## src/rtl/tx_sched_pkg.sv

```systemverilog
// rtl/tx_sched_pkg.sv - shared state encoding, defaults and arbitration helper for tx_scheduler
package tx_sched_pkg;

  typedef enum logic [1:0] {
    IDLE     = 2'd0,
    SEND     = 2'd1,
    WAIT_ACK = 2'd2,
    GAP      = 2'd3
  } state_t;

  localparam int DEF_GAP_CYCLES     = 16;
  localparam int DEF_TIMEOUT_CYCLES = 200000;
  localparam int DEF_CNT_W          = 18;

  // last = index granted most recently; on contention the other one wins
  function automatic logic [1:0] rr_pick(input logic [1:0] req, input logic last);
    if (req == 2'b11) begin
      return last ? 2'b01 : 2'b10;
    end
    return req;
  endfunction

endpackage

```

## src/rtl/rr_arb2.sv

```systemverilog
// rtl/rr_arb2.sv - two-input round-robin arbiter with last-grant pointer
module rr_arb2
  import tx_sched_pkg::*;
(
  input  logic       clk,
  input  logic       rst_n,
  input  logic [1:0] req,
  input  logic       advance,
  output logic [1:0] gnt
);

  logic last;

  assign gnt = rr_pick(req, last);

  // pointer starts at 1 so requester 0 wins the first contention
  always_ff @(posedge clk or negedge rst_n) begin
    if (!rst_n) begin
      last <= 1'b1;
    end else if (advance && (gnt != 2'b00)) begin
      last <= gnt[1];
    end
  end

endmodule

```

## src/rtl/tx_scheduler.sv

```systemverilog
// rtl/tx_scheduler.sv - two-source byte scheduler with ack wait and inter-byte gap; TX_TIMEOUT_EN adds ack timeout
module tx_scheduler
  import tx_sched_pkg::*;
#(
  parameter int GAP_CYCLES     = DEF_GAP_CYCLES,
  parameter int TIMEOUT_CYCLES = DEF_TIMEOUT_CYCLES,
  parameter int CNT_W          = DEF_CNT_W
) (
  input  logic       clk,
  input  logic       rst_n,
  input  logic       req0,
  input  logic [7:0] din0,
  output logic       gnt0,
  input  logic       req1,
  input  logic [7:0] din1,
  output logic       gnt1,
  input  logic       rcv,
  output logic [7:0] data,
  output logic       datavalid,
  output logic       busy,
  output logic       timeout
);

  localparam logic [CNT_W-1:0] GAP_LOAD = (GAP_CYCLES > 0) ? CNT_W'(GAP_CYCLES - 1) : '0;
  localparam logic [CNT_W-1:0] TO_LOAD  = (TIMEOUT_CYCLES > 0) ? CNT_W'(TIMEOUT_CYCLES - 1) : '0;
  localparam state_t ACK_EXIT = (GAP_CYCLES > 0) ? GAP : IDLE;

  state_t           state, state_nx;
  logic [CNT_W-1:0] cnt, cnt_nx;
  logic [7:0]       data_nx;
  logic             dv_nx;
  logic [1:0]       gnt_nx;
  logic [1:0]       arb_gnt;
  logic             advance;

  rr_arb2 u_arb (
    .clk     (clk),
    .rst_n   (rst_n),
    .req     ({req1, req0}),
    .advance (advance),
    .gnt     (arb_gnt)
  );

`ifdef TX_TIMEOUT_EN
  logic to_nx;
  logic timeout_q;
`endif

  always_comb begin
    state_nx = state;
    cnt_nx   = cnt;
    data_nx  = data;
    dv_nx    = 1'b0;
    gnt_nx   = 2'b00;
    advance  = 1'b0;
`ifdef TX_TIMEOUT_EN
    to_nx    = 1'b0;
`endif
    case (state)
      IDLE: begin
        if (arb_gnt != 2'b00) begin
          state_nx = SEND;
          advance  = 1'b1;
          gnt_nx   = arb_gnt;
          dv_nx    = 1'b1;
          data_nx  = arb_gnt[1] ? din1 : din0;
        end
      end
      SEND: begin
        // counter is only consulted in WAIT_ACK when the timeout is built in
        state_nx = WAIT_ACK;
        cnt_nx   = TO_LOAD;
      end
      WAIT_ACK: begin
        if (rcv) begin
          state_nx = ACK_EXIT;
          cnt_nx   = GAP_LOAD;
        end
`ifdef TX_TIMEOUT_EN
        else if (cnt == '0) begin
          state_nx = ACK_EXIT;
          cnt_nx   = GAP_LOAD;
          to_nx    = 1'b1;
        end else begin
          cnt_nx = cnt - CNT_W'(1);
        end
`endif
      end
      GAP: begin
        if (cnt == '0) begin
          state_nx = IDLE;
        end else begin
          cnt_nx = cnt - CNT_W'(1);
        end
      end
      default: state_nx = IDLE;
    endcase
  end

  always_ff @(posedge clk or negedge rst_n) begin
    if (!rst_n) begin
      state     <= IDLE;
      cnt       <= '0;
      data      <= 8'h00;
      datavalid <= 1'b0;
      gnt0      <= 1'b0;
      gnt1      <= 1'b0;
    end else begin
      state     <= state_nx;
      cnt       <= cnt_nx;
      data      <= data_nx;
      datavalid <= dv_nx;
      gnt0      <= gnt_nx[0];
      gnt1      <= gnt_nx[1];
    end
  end

  assign busy = (state != IDLE);

`ifdef TX_TIMEOUT_EN
  always_ff @(posedge clk or negedge rst_n) begin
    if (!rst_n) begin
      timeout_q <= 1'b0;
    end else begin
      timeout_q <= to_nx;
    end
  end
  assign timeout = timeout_q;
`else
  assign timeout = 1'b0;
`endif

endmodule
```

## config.mk

```make
export PLATFORM = sky130hd
export DESIGN_NAME = tx_scheduler
export DESIGN_NICKNAME = d
export VERILOG_FILES = /design/src/rtl/tx_sched_pkg.sv /design/src/rtl/rr_arb2.sv /design/src/rtl/tx_scheduler.sv
export SDC_FILE = /design/constraint.sdc
export NUM_CORES = 1
export LEC_CHECK = 0
export CAP_MARGIN = 20
export CORE_ASPECT_RATIO = 1.4
export CORE_MARGIN = 4
export CORE_UTILIZATION = 35
export DETAILED_ROUTE_END_ITERATION = 10
export PLACE_DENSITY = 0.62
export SETUP_SLACK_MARGIN = 0.5
export SLEW_MARGIN = 0
export SYNTH_ARGS = -nofsm -noshare
export SYNTH_HDL_FRONTEND = slang
export SYNTH_HIERARCHICAL = 1
export SYNTH_SLANG_ARGS = --single-unit
```

## constraint.sdc

```tcl
create_clock -name clk -period 5.1 [get_ports clk]
set_clock_uncertainty 0.1 [all_clocks]
set_input_delay 1.53 -clock clk [delete_from_list [all_inputs] [get_ports clk]]
set_output_delay 1.53 -clock clk [all_outputs]
set_load 0.005 [all_outputs]
```

==> results of run 1 <==
-- where the power goes --
part	total (mW)	leakage (nW)	internal, mW	switching (mW)
clock	0.202	0.0445	0.110	0.0926
sequential	0.424	0.386	0.345	0.0789
combinational	0.539	0.504	0.250	0.289
-- worst min-delay path by stage --
stage	slack, ns	end	depth (start not counted)
6_report	0.38	data[3]	2
2_1_floorplan	0.37	data[0]	2
3_5_place_dp	0.37	data[3]	2
5_1_grt	0.42	data[4]	2
3_3_place_gp	0.36	data[4]	2
4_1_cts	0.39	data[3]	2
-- cell usage after synthesis (all sizes together), types with 5 or more instances --
master	instances
dfrtp	31
nand2	17
o21ai	17
nor2	14
clkbuf	11
inv	10
a21oi	9
mux2i	9
nor3	6
or4	5
-- sequential cells by signal, indices dropped and copies added (netlist names) --
signal,flops
cnt,18
datavalid,1
gnt1,1
gnt0,1
u_arb/last,1
data,8
state,2
-- layout by cell type (no fill, tap or decap), types with 3 or more instances in the layout --
| cell | count |
|---|---|
| nor4_1 | 3 |
| clkdlybuf4s50_1 | 32 |
| buf_4 | 3 |
| o21ai_0 | 15 |
| or3_1 | 3 |
| mux2i_1 | 9 |
| o211ai_1 | 3 |
| a31oi_1 | 3 |
| nand2_1 | 16 |
| nor3_1 | 6 |
| or4_1 | 4 |
| dfrtp_1 | 31 |
| and2_1 | 3 |
| o2111ai_1 | 4 |
| o31ai_1 | 4 |
| clkbuf_8 | 6 |
| a21oi_1 | 9 |
| nor2_1 | 14 |
| xor2_1 | 4 |
| a221o_1 | 4 |
| inv_1 | 10 |
| ha_1 | 4 |
-- logic make-up after synthesis --
family / synth area share, %
buf+inv: 5.08
simple gates: 18.6
mux: 5.84
fa+ha+maj: 2.78
other cells: 0.208
xor+xnor: 2.43
compound gates: 20.5
flops: 44.6
-- metal layers --
metal	track usage, %	vias to the layer above	share of wire (%)
met3	4.85	9	6.3
li1	-	757	-
met4	5.64	0	1.8
met2	22.5	42	49
met5	0	-	0
met1	16.4	701	42
-- stage by stage --
step	hold WS [ns]	cell area, µm²	util [%]
2_1_floorplan	0.373	1800	-
3_3_place_gp	0.364	2170	44.1
3_5_place_dp	0.371	2170	44.1
4_1_cts	0.385	2260	46.0
5_1_grt	0.418	2260	46.0
6_report	0.380	2260	46.0
-- worst register-to-register path, stage by stage (launching register included) --
cell     delay, ns
dfrtp_1       0.41
or4_1         0.67
nor4_1        0.67
a21oi_1       0.36
and2_1        0.25
a31oi_1       0.15
-- final cells by class --
| class | instances | area (µm²) |
|---|---|---|
| Inverter | 10 | 37.5 |
| Tap cell | 64 | 80.1 |
| Multi-Input combinational cell | 137 | 906 |
| Sequential cell | 32 | 802 |
| Clock inverter | 1 | 7.51 |
| Clock buffer | 7 | 86.3 |
| Fill cell | 493 | 2660 |
| Timing Repair Buffer | 35 | 343 |
==> run_results.csv, run 1 <==
group,metric,value,unit
timing,setup_viol,0,
routing,drc_errors,0,
yosys,synth-main-ff-cell,"dfrtp_1",
yosys,ys_warn_count,6,
yosys,synth_edf_count,0,
clock_tree,hold_buffers,0,
status,outcome,"complete, no violations",
worst_setup_path,worstRegToRegCells,5,
die,core_area,4920,µm²
worst_setup_path,path_class,"primary input to flip-flop",
clock_tree,cts_max_path_buffers,2,
placed_design,hpwlAfterDp,2.87,mm
yosys,syn_area,1800,µm²
worst_setup_path,crit_path_max_incr_delay,0.61,ns
worst_setup_path,r2r-start,"cnt[11]",
timing,min_period,3.38,ns
worst_setup_path,path_buf_inv,3,
worst_setup_path,critPathLaunchType,"primary input",
routing,wire_per_inst,14.0,µm
grt,grt_pass1_wl,6.84,mm
timing,period_share,66.2,%
timing,slew_viol_final,0,
power_and_ir_drop,leakagePower,0.935,nW
die,pin_count,34,
die,die_h,92.8,µm
die,die_area,6370,µm²
routing,drtIter0Drc,54,
worst_setup_path,reg2reg_to,"cnt[2]",
routing,num_vias,1509,
clock_tree,clkSlewWorstSetupHoldPaths,0.07,ns
power_and_ir_drop,peakVddDrop,264,µV
final_layout,area_growth,25.7,%
placed_design,gp_congestion,0.842,
grt,grt_antenna_before_repair,0,
routing,viasPerCell,5.28,
grt,grt.overflow.total,0,
clock_tree,cts-root-buf,"clkbuf_8",
placed_design,portBuffers,32,
timing,rsz0062_at_grt,"false",
placed_design,dpl.cell_count,278,
timing,setup-tns-final,0,ns
final_layout,instances_no_fill,286,
power_and_ir_drop,power,1.17,mW
clock_tree,ctsResizeCount,0,
placed_design,place_ws,1.38,ns
timing,clock.fmax,0.296,GHz
worst_setup_path,end_kind,"flip-flop",
worst_setup_path,cp_top_family,"buffers and inverters",
routing,antenna_left,0,
die,placementRows,30,
yosys,ys_top_cells_by_area,"dfrtp_1 43%, mux2i_1 5.0%, o21ai_0 4.2%",
clock_tree,cts_setup_buffers,0,
clock_tree,clk_latency,0.28,ns
power_and_ir_drop,p_per_area,515,nW/µm²
timing,maxSlewHeadroom,42.5,%
worst_hold_path,worst_hold_path_type,"flip-flop to flip-flop",
yosys,synthArstFlopShare,100,%
die,fp.dieW,68.6,µm
final_layout,drive_gt1_share,7.66,%
routing,wl,4.00,mm
worst_setup_path,cp_data_arrival_time,3.49,ns
grt,grtUsageTotal,13.9,%
yosys,synth_seq_cells,32,
yosys,syn-num-nets,217,
worst_setup_path,startpoint,"req1",
worst_setup_path,rrSetupSlack,2.40,ns
clock_tree,cts_tree,"yes",
worst_setup_path,cp_max_fo,17,
worst_setup_path,crit_slowest_cell,"nor2_1",
timing,tightest_slew,0.856,ns
yosys,yosys.area.top_type,"dfrtp_1",
worst_setup_path,path_depth,8,
final_layout,final_nets,246,
worst_hold_path,holdCritStartpoint,"data[3]",
yosys,synth.top_cell.area_share,43.1,%
yosys,synthCells,192,
worst_setup_path,crit_required,5.21,ns
timing,final-hold-violation-count,0,
yosys,yosysSeqAreaShare,44.6,%
yosys,syn_area_per_cell,9.37,µm²
clock_tree,cts_buffers,5,
routing,drt-pass1-iter-count,4,
die,initial_utilization,36.6,%
yosys,netlist-cell-type-count,47,
worst_setup_path,crit_chain,"clkdlybuf4s50_1, a21boi_1, buf_4, and2_1, nor2_1, inv_1, a21oi_1, a31oi_1",
clock_tree,htree_levels,2,
timing,layout_setup_ws,1.72,ns
run,maxCapViolCount,0,
worst_setup_path,crit_path_end,"u_arb/last",
clock_tree,clock-sinks,32,
grt,grt_max_degree,33,
grt,grt_pass1_vias,1502,
final_layout,n_antenna_cell,0,
No activity file was read; power rests on OpenSTA's default activity.
==> run 2, diff against run 1 <==
==> constraint.sdc (replaced) <==
create_clock -name clk -period 3.4 [get_ports clk]
set_clock_uncertainty 0.1 [all_clocks]
set_input_delay 1.02 -clock clk [delete_from_list [all_inputs] [get_ports clk]]
set_output_delay 1.02 -clock clk [all_outputs]
set_load 0.005 [all_outputs]
==> run 2 against run 1 <==
Effect of this change: utilization rose by 0.61 points; setup slack got worse by 1.1 ns; sequential power rose by 50%; count of clock-buffer cells in the layout did not move; clock power rose by 51%; register-to-register slack got worse by 1.6 ns; final cell count rose by 1.0%; global-route usage barely moved; routed wire length fell by 0.60%; non-clock buffer count rose by 3; largest power group unchanged; highest routed layer unchanged.
==> run_results.csv, run 2 (synthesis gave the netlist of run 1 again) <==
group,metric,value,unit
status,outcome,"complete, no violations",
worst_hold_path,worst_hold_path_type,"flip-flop to flip-flop",
power_and_ir_drop,power,1.79,mW
final_layout,finish.utilization,46.6,%
power_and_ir_drop,seqPwrFrac,35.5,%
worst_setup_path,crit_required,2.28,ns
routing,drtIter0Drc,47,
worst_setup_path,path_buf_inv,3,
power_and_ir_drop,intPower,1.08,mW
routing,wire_per_inst,13.7,µm
routing,num_vias,1557,
power_and_ir_drop,p_per_area,779,nW/µm²
timing,rsz0062_at_grt,"false",
placed_design,portBuffers,32,
worst_setup_path,critPathLaunchType,"flip-flop",
timing,final-hold-violation-count,0,
final_layout,largestRegisters,"cnt: 18 flops, data: 8 flops, state: 2 flops",
final_layout,largest_reg_flops,18,
final_layout,mostFrequentLayoutCells,"32 x clkdlybuf4s50_1, 31 x dfrtp_1, 16 x nand2_1, 15 x o21ai_0, 13 x nor2_1",
routing,wl,3.97,mm
power_and_ir_drop,leakagePower,0.950,nW
clock_tree,htree_levels,2,
power_and_ir_drop,p_sw_share,39.4,%
final_layout,area_growth,27.4,%
worst_setup_path,cp_top_family,"buffers and inverters",
worst_setup_path,crit_chain,"inv_1, ha_1, inv_1, clkdlybuf4s50_1",
clock_tree,cts_tree,"yes",
final_layout,drive_gt1_share,9.78,%
clock_tree,clock-sinks,32,
timing,slew_viol_final,0,
clock_tree,clkSlewWorstSetupHoldPaths,0.07,ns
die,fp.dieW,68.6,µm
final_layout,n_antenna_cell,0,
placed_design,hpwlAfterDp,2.87,mm
timing,setup_viol,0,
final_layout,final_nets,249,
die,die_h,92.8,µm
power_and_ir_drop,p_comb_share,47.4,%
die,core_area,4920,µm²
grt,grt_pass1_vias,1533,
routing,antenna_left,0,
clock_tree,cts_buffers,5,
final_layout,final_common_cell,"clkdlybuf4s50_1",
timing,min_period,2.75,ns
clock_tree,clk_latency,0.28,ns
routing,viasPerCell,5.39,
run,maxCapViolCount,0,
timing,maxSlewHeadroom,40.1,%
worst_setup_path,crit_slowest_cell,"clkdlybuf4s50_1",
clock_tree,cts_max_path_buffers,2,
worst_setup_path,critPathMostFrequentCell,"inv_1",
timing,tightest_slew,0.891,ns
routing,drt-pass1-iter-count,4,
die,pin_count,34,
power_and_ir_drop,pwr-share-clk,17.1,%
grt,grtUsageTotal,14.0,%
clock_tree,cts-root-buf,"clkbuf_8",
power_and_ir_drop,peakVddDrop,360,µV
die,placementRows,30,
grt,grt_pass1_wl,6.91,mm
grt,grt_max_degree,33,
grt,grt.overflow.total,0,
timing,clock.fmax,0.364,GHz
worst_setup_path,crit_path_max_incr_delay,0.52,ns
grt,grt_antenna_before_repair,0,
die,die_area,6370,µm²
timing,setup-tns-final,0,ns
worst_setup_path,cp_data_arrival_time,1.63,ns
worst_setup_path,cp_max_fo,6,
final_layout,largest_register,"cnt",
timing,period_share,80.8,%
worst_setup_path,path_class,"flip-flop to output pin",
power_and_ir_drop,netSwitchingPower,703,µW
routing,drc_errors,0,
die,initial_utilization,36.6,%
placed_design,gp_congestion,0.832,
worst_setup_path,end_kind,"output pin",
run 2: changes by cell type in the layout (fill, tap and decap cells not counted):
cell,before,now
buf_4,3,6
nand3_1,1,0
nand3_2,0,1
nor2_1,14,13
nor2_2,0,1
run 2: power by group through the flow:
stage	clock (mW)	sequential (mW)	combinational (mW)
3_3_place_gp	0	0.639	0.835
6_report	0.306	0.634	0.846
4_1_cts	0.316	0.635	0.847
3_5_place_dp	0	0.639	0.842
5_1_grt	0.333	0.654	0.955
2_1_floorplan	0	0.608	0.540
run 2: final cells by class:
cell class	instances	area, µm²
inverter	10	37.5
tap	64	80.1
clock inverter	1	7.51
clock buffer	7	86.3
fill	489	2630
sequential	32	802
timing repair buffer	38	365
multi-input combinational	137	913
run 2: path summary, 6_finish.rpt:
check	startpoint	endpoint	slack (ns)	depth (start not counted)
min in group asynchronous	rst_n	cnt[13]	1.03	2
worst max register to register	cnt[11]	cnt[8]	0.76	5
max in group asynchronous	rst_n	u_arb/last	1.84	2
worst min-delay path	data[1]	data[1]	0.39	2
worst min register to register	data[1]	data[1]	0.39	2
worst max-delay path	state[0]	busy	0.65	4
run 2: repair_timing:
item,CTS,global route
gates resized for setup,0,2
buffers inserted,0,0
hold buffers,0,0
setup endpoints to repair,0,3
run 2: layer usage:
layer | GRT usage, % | vias to the layer above | routed length [µm]
li1 | - | 765 | -
met5 | 0 | - | 0
met1 | 16.2 | 740 | 1620
met3 | 4.49 | 7 | 254
met4 | 4.64 | 0 | 49
met2 | 23.4 | 45 | 2040
run 2: per-stage QoR:
stage | cell area [µm²] | std cells | setup slack (ns) | hold WS, ns
3_5_place_dp | 2190 | 281 | 0.306 | 0.375
3_3_place_gp | 2190 | 281 | 0.367 | 0.363
5_1_grt | 2290 | 289 | 0.547 | 0.426
2_1_floorplan | 1800 | 192 | 0.798 | 0.373
4_1_cts | 2280 | 289 | 0.627 | 0.396
6_report | 2290 | 289 | 0.653 | 0.389
run 2: worst min-delay path, cell delays in order, from the launching register on:
cell     delay, ns
dfrtp_1       0.35
nand2_1       0.05
o21ai_0       0.06
==> run 3, diff against run 2 <==
--- a/config.mk
+++ b/config.mk
@@ -10,7 +10,7 @@
 export CORE_MARGIN = 4
 export CORE_UTILIZATION = 35
 export DETAILED_ROUTE_END_ITERATION = 10
-export PLACE_DENSITY = 0.62
+export PLACE_DENSITY = 0.65
 export SETUP_SLACK_MARGIN = 0.5
 export SLEW_MARGIN = 0
 export SYNTH_ARGS = -nofsm -noshare
==> constraint.sdc (replaced) <==
create_clock -name clk -period 2.24 [get_ports clk]
set_clock_uncertainty 0.1 [all_clocks]
set_input_delay 0.672 -clock clk [delete_from_list [all_inputs] [get_ports clk]]
set_output_delay 0.672 -clock clk [all_outputs]
set_load 0.005 [all_outputs]
==> run 3 against run 2 <==
Effect of this change: via count increased by 11%; utilization increased by 11 points; sequential share of layout area decreased by 6.9 points; register-to-register slack got worse by 0.71 ns; total power increased by 85%; global-route usage increased by 3.3 points; die area unchanged; sequential cell count unchanged; critical path type is now flip-flop to flip-flop; critical endpoint is now state[1]; highest routed layer unchanged.
==> run_results.csv, run 3 (synthesis gave the netlist of run 1 again) <==
group,metric,value,unit
final_layout,largest_register,"cnt",
die,pin_count,34,
timing,period_share,97.7,%
routing,viasPerCell,5.18,
clock_tree,cts_max_path_buffers,2,
grt,grt_max_degree,33,
final_layout,n_antenna_cell,0,
timing,rsz0062_at_grt,"true",
timing,setup_viol,0,
worst_setup_path,crit_required,2.31,ns
clock_tree,clkSlewWorstSetupHoldPaths,0.07,ns
final_layout,area_growth,58.8,%
placed_design,hpwlAfterDp,3.43,mm
die,initial_utilization,36.6,%
clock_tree,clock-sinks,32,
final_layout,stdcell_area,2860,µm²
final_layout,mostFrequentLayoutCells,"43 x buf_4, 31 x dfrtp_1, 18 x clkdlybuf4s50_1, 15 x nand2_1, 13 x nor2_1",
worst_setup_path,cp_data_arrival_time,2.26,ns
timing,slew_viol_final,0,
worst_hold_path,worst_hold_path_type,"flip-flop to flip-flop",
clock_tree,htree_levels,2,
final_layout,n_fill_cell,427,
grt,grt.overflow.total,0,
final_layout,drive_gt1_share,36.9,%
worst_setup_path,cp_max_fo,4,
power_and_ir_drop,peakVddDrop,777,µV
clock_tree,hold_buffers,0,
routing,drc_errors,0,
power_and_ir_drop,leakagePower,1.24,nW
status,outcome,"complete, no violations",
die,fp.dieW,68.6,µm
die,die_h,92.8,µm
final_layout,final_common_cell,"buf_4",
placed_design,gp_congestion,0.796,
run,maxCapViolCount,0,
placed_design,placed_area,2460,µm²
timing,setup-tns-final,0,ns
timing,maxSlewHeadroom,63.0,%
routing,drt-pass1-iter-count,4,
routing,wl,4.94,mm
timing,tightest_slew,0.552,ns
placed_design,place_ws,-0.104,ns
worst_setup_path,end_kind,"flip-flop",
timing,final-hold-violation-count,0,
routing,drtIter0Drc,84,
timing,min_period,2.19,ns
die,die_area,6370,µm²
clock_tree,cts_tree,"yes",
worst_setup_path,path_class,"flip-flop to flip-flop",
clock_tree,cts_buffers,5,
timing,clock.fmax,0.457,GHz
placed_design,dpl.cell_count,307,
final_layout,largestRegisters,"cnt: 18 flops, data: 8 flops, state: 2 flops",
routing,wire_per_inst,14.9,µm
power_and_ir_drop,power,3.31,mW
power_and_ir_drop,p_per_area,1160,nW/µm²
final_layout,final_nets,292,
die,core_area,4920,µm²
grt,grt_pass1_vias,1799,
final_layout,instances_no_fill,332,
grt,grt_pass1_wl,8.31,mm
routing,num_vias,1721,
grt,grtUsageTotal,17.3,%
final_layout,largest_reg_flops,18,
clock_tree,clk_latency,0.28,ns
worst_setup_path,critPathLaunchType,"flip-flop",
routing,antenna_left,0,
clock_tree,cts-root-buf,"clkbuf_8",
timing,layout_setup_ws,0.0522,ns
die,placementRows,30,
placed_design,portBuffers,32,
grt,grt_antenna_before_repair,0,
-- run 3: stage by stage --
stage | utilization (%) | hold WS, ns
3_5_place_dp | 50.0 | 0.369
4_1_cts | 56.8 | 0.379
6_report | 58.1 | 0.373
3_3_place_gp | 50.0 | 0.360
2_1_floorplan | - | 0.276
5_1_grt | 58.1 | 0.390
-- run 3: cell type report --
type | instances | area (µm²) | share of cell area, %
multi-input cells | 138 | 1130 | 39.7
repair buffers | 80 | 707 | 24.7
clock buffers | 8 | 90.1 | 3.15
well taps | 64 | 80.1 | 2.80
flip-flops and latches | 32 | 802 | 28.1
inverters | 10 | 42.5 | 1.49
-- run 3: metal layers --
metal	track usage, %	up-vias	share of wire (%)
met2	30.4	42	54
met3	3.76	8	4.0
met5	0	-	0
met1	19.5	821	40
met4	6.30	0	1.8
li1	-	850	-
-- run 3: path summary, 6_finish.rpt --
kind / from / slack (ns) / depth (start not counted) / endpoint
max: cnt[14] / 0.05 / 5 / state[1]
min: data[2] / 0.37 / 2 / data[2]
max reg2reg: cnt[14] / 0.05 / 5 / state[1]
min reg2reg: data[2] / 0.37 / 2 / data[2]
max in group asynchronous: rst_n / 1.03 / 2 / u_arb/last
min in group asynchronous: rst_n / 0.69 / 2 / cnt[6]
-- run 3: power by group --
part | total, mW | internal (mW) | switching [mW]
Clock | 0.462 | 0.250 | 0.212
Combinational | 1.89 | 0.953 | 0.936
Sequential | 0.959 | 0.787 | 0.173
-- run 3: worst max-delay path, cell delays in order (launching register included) --
cell     delay [ns]
dfrtp_1        0.38
or4_4          0.55
or4_4          0.48
o21ai_4        0.18
nand2_2        0.08
mux2_4         0.30
-- run 3: what timing repair did --
action | CTS | global route
pin swaps | 11 | 3
buffers inserted | 15 | 1
gates cloned | 1 | 0
resized for setup | 41 | 21
setup endpoints to repair | 42 | 25
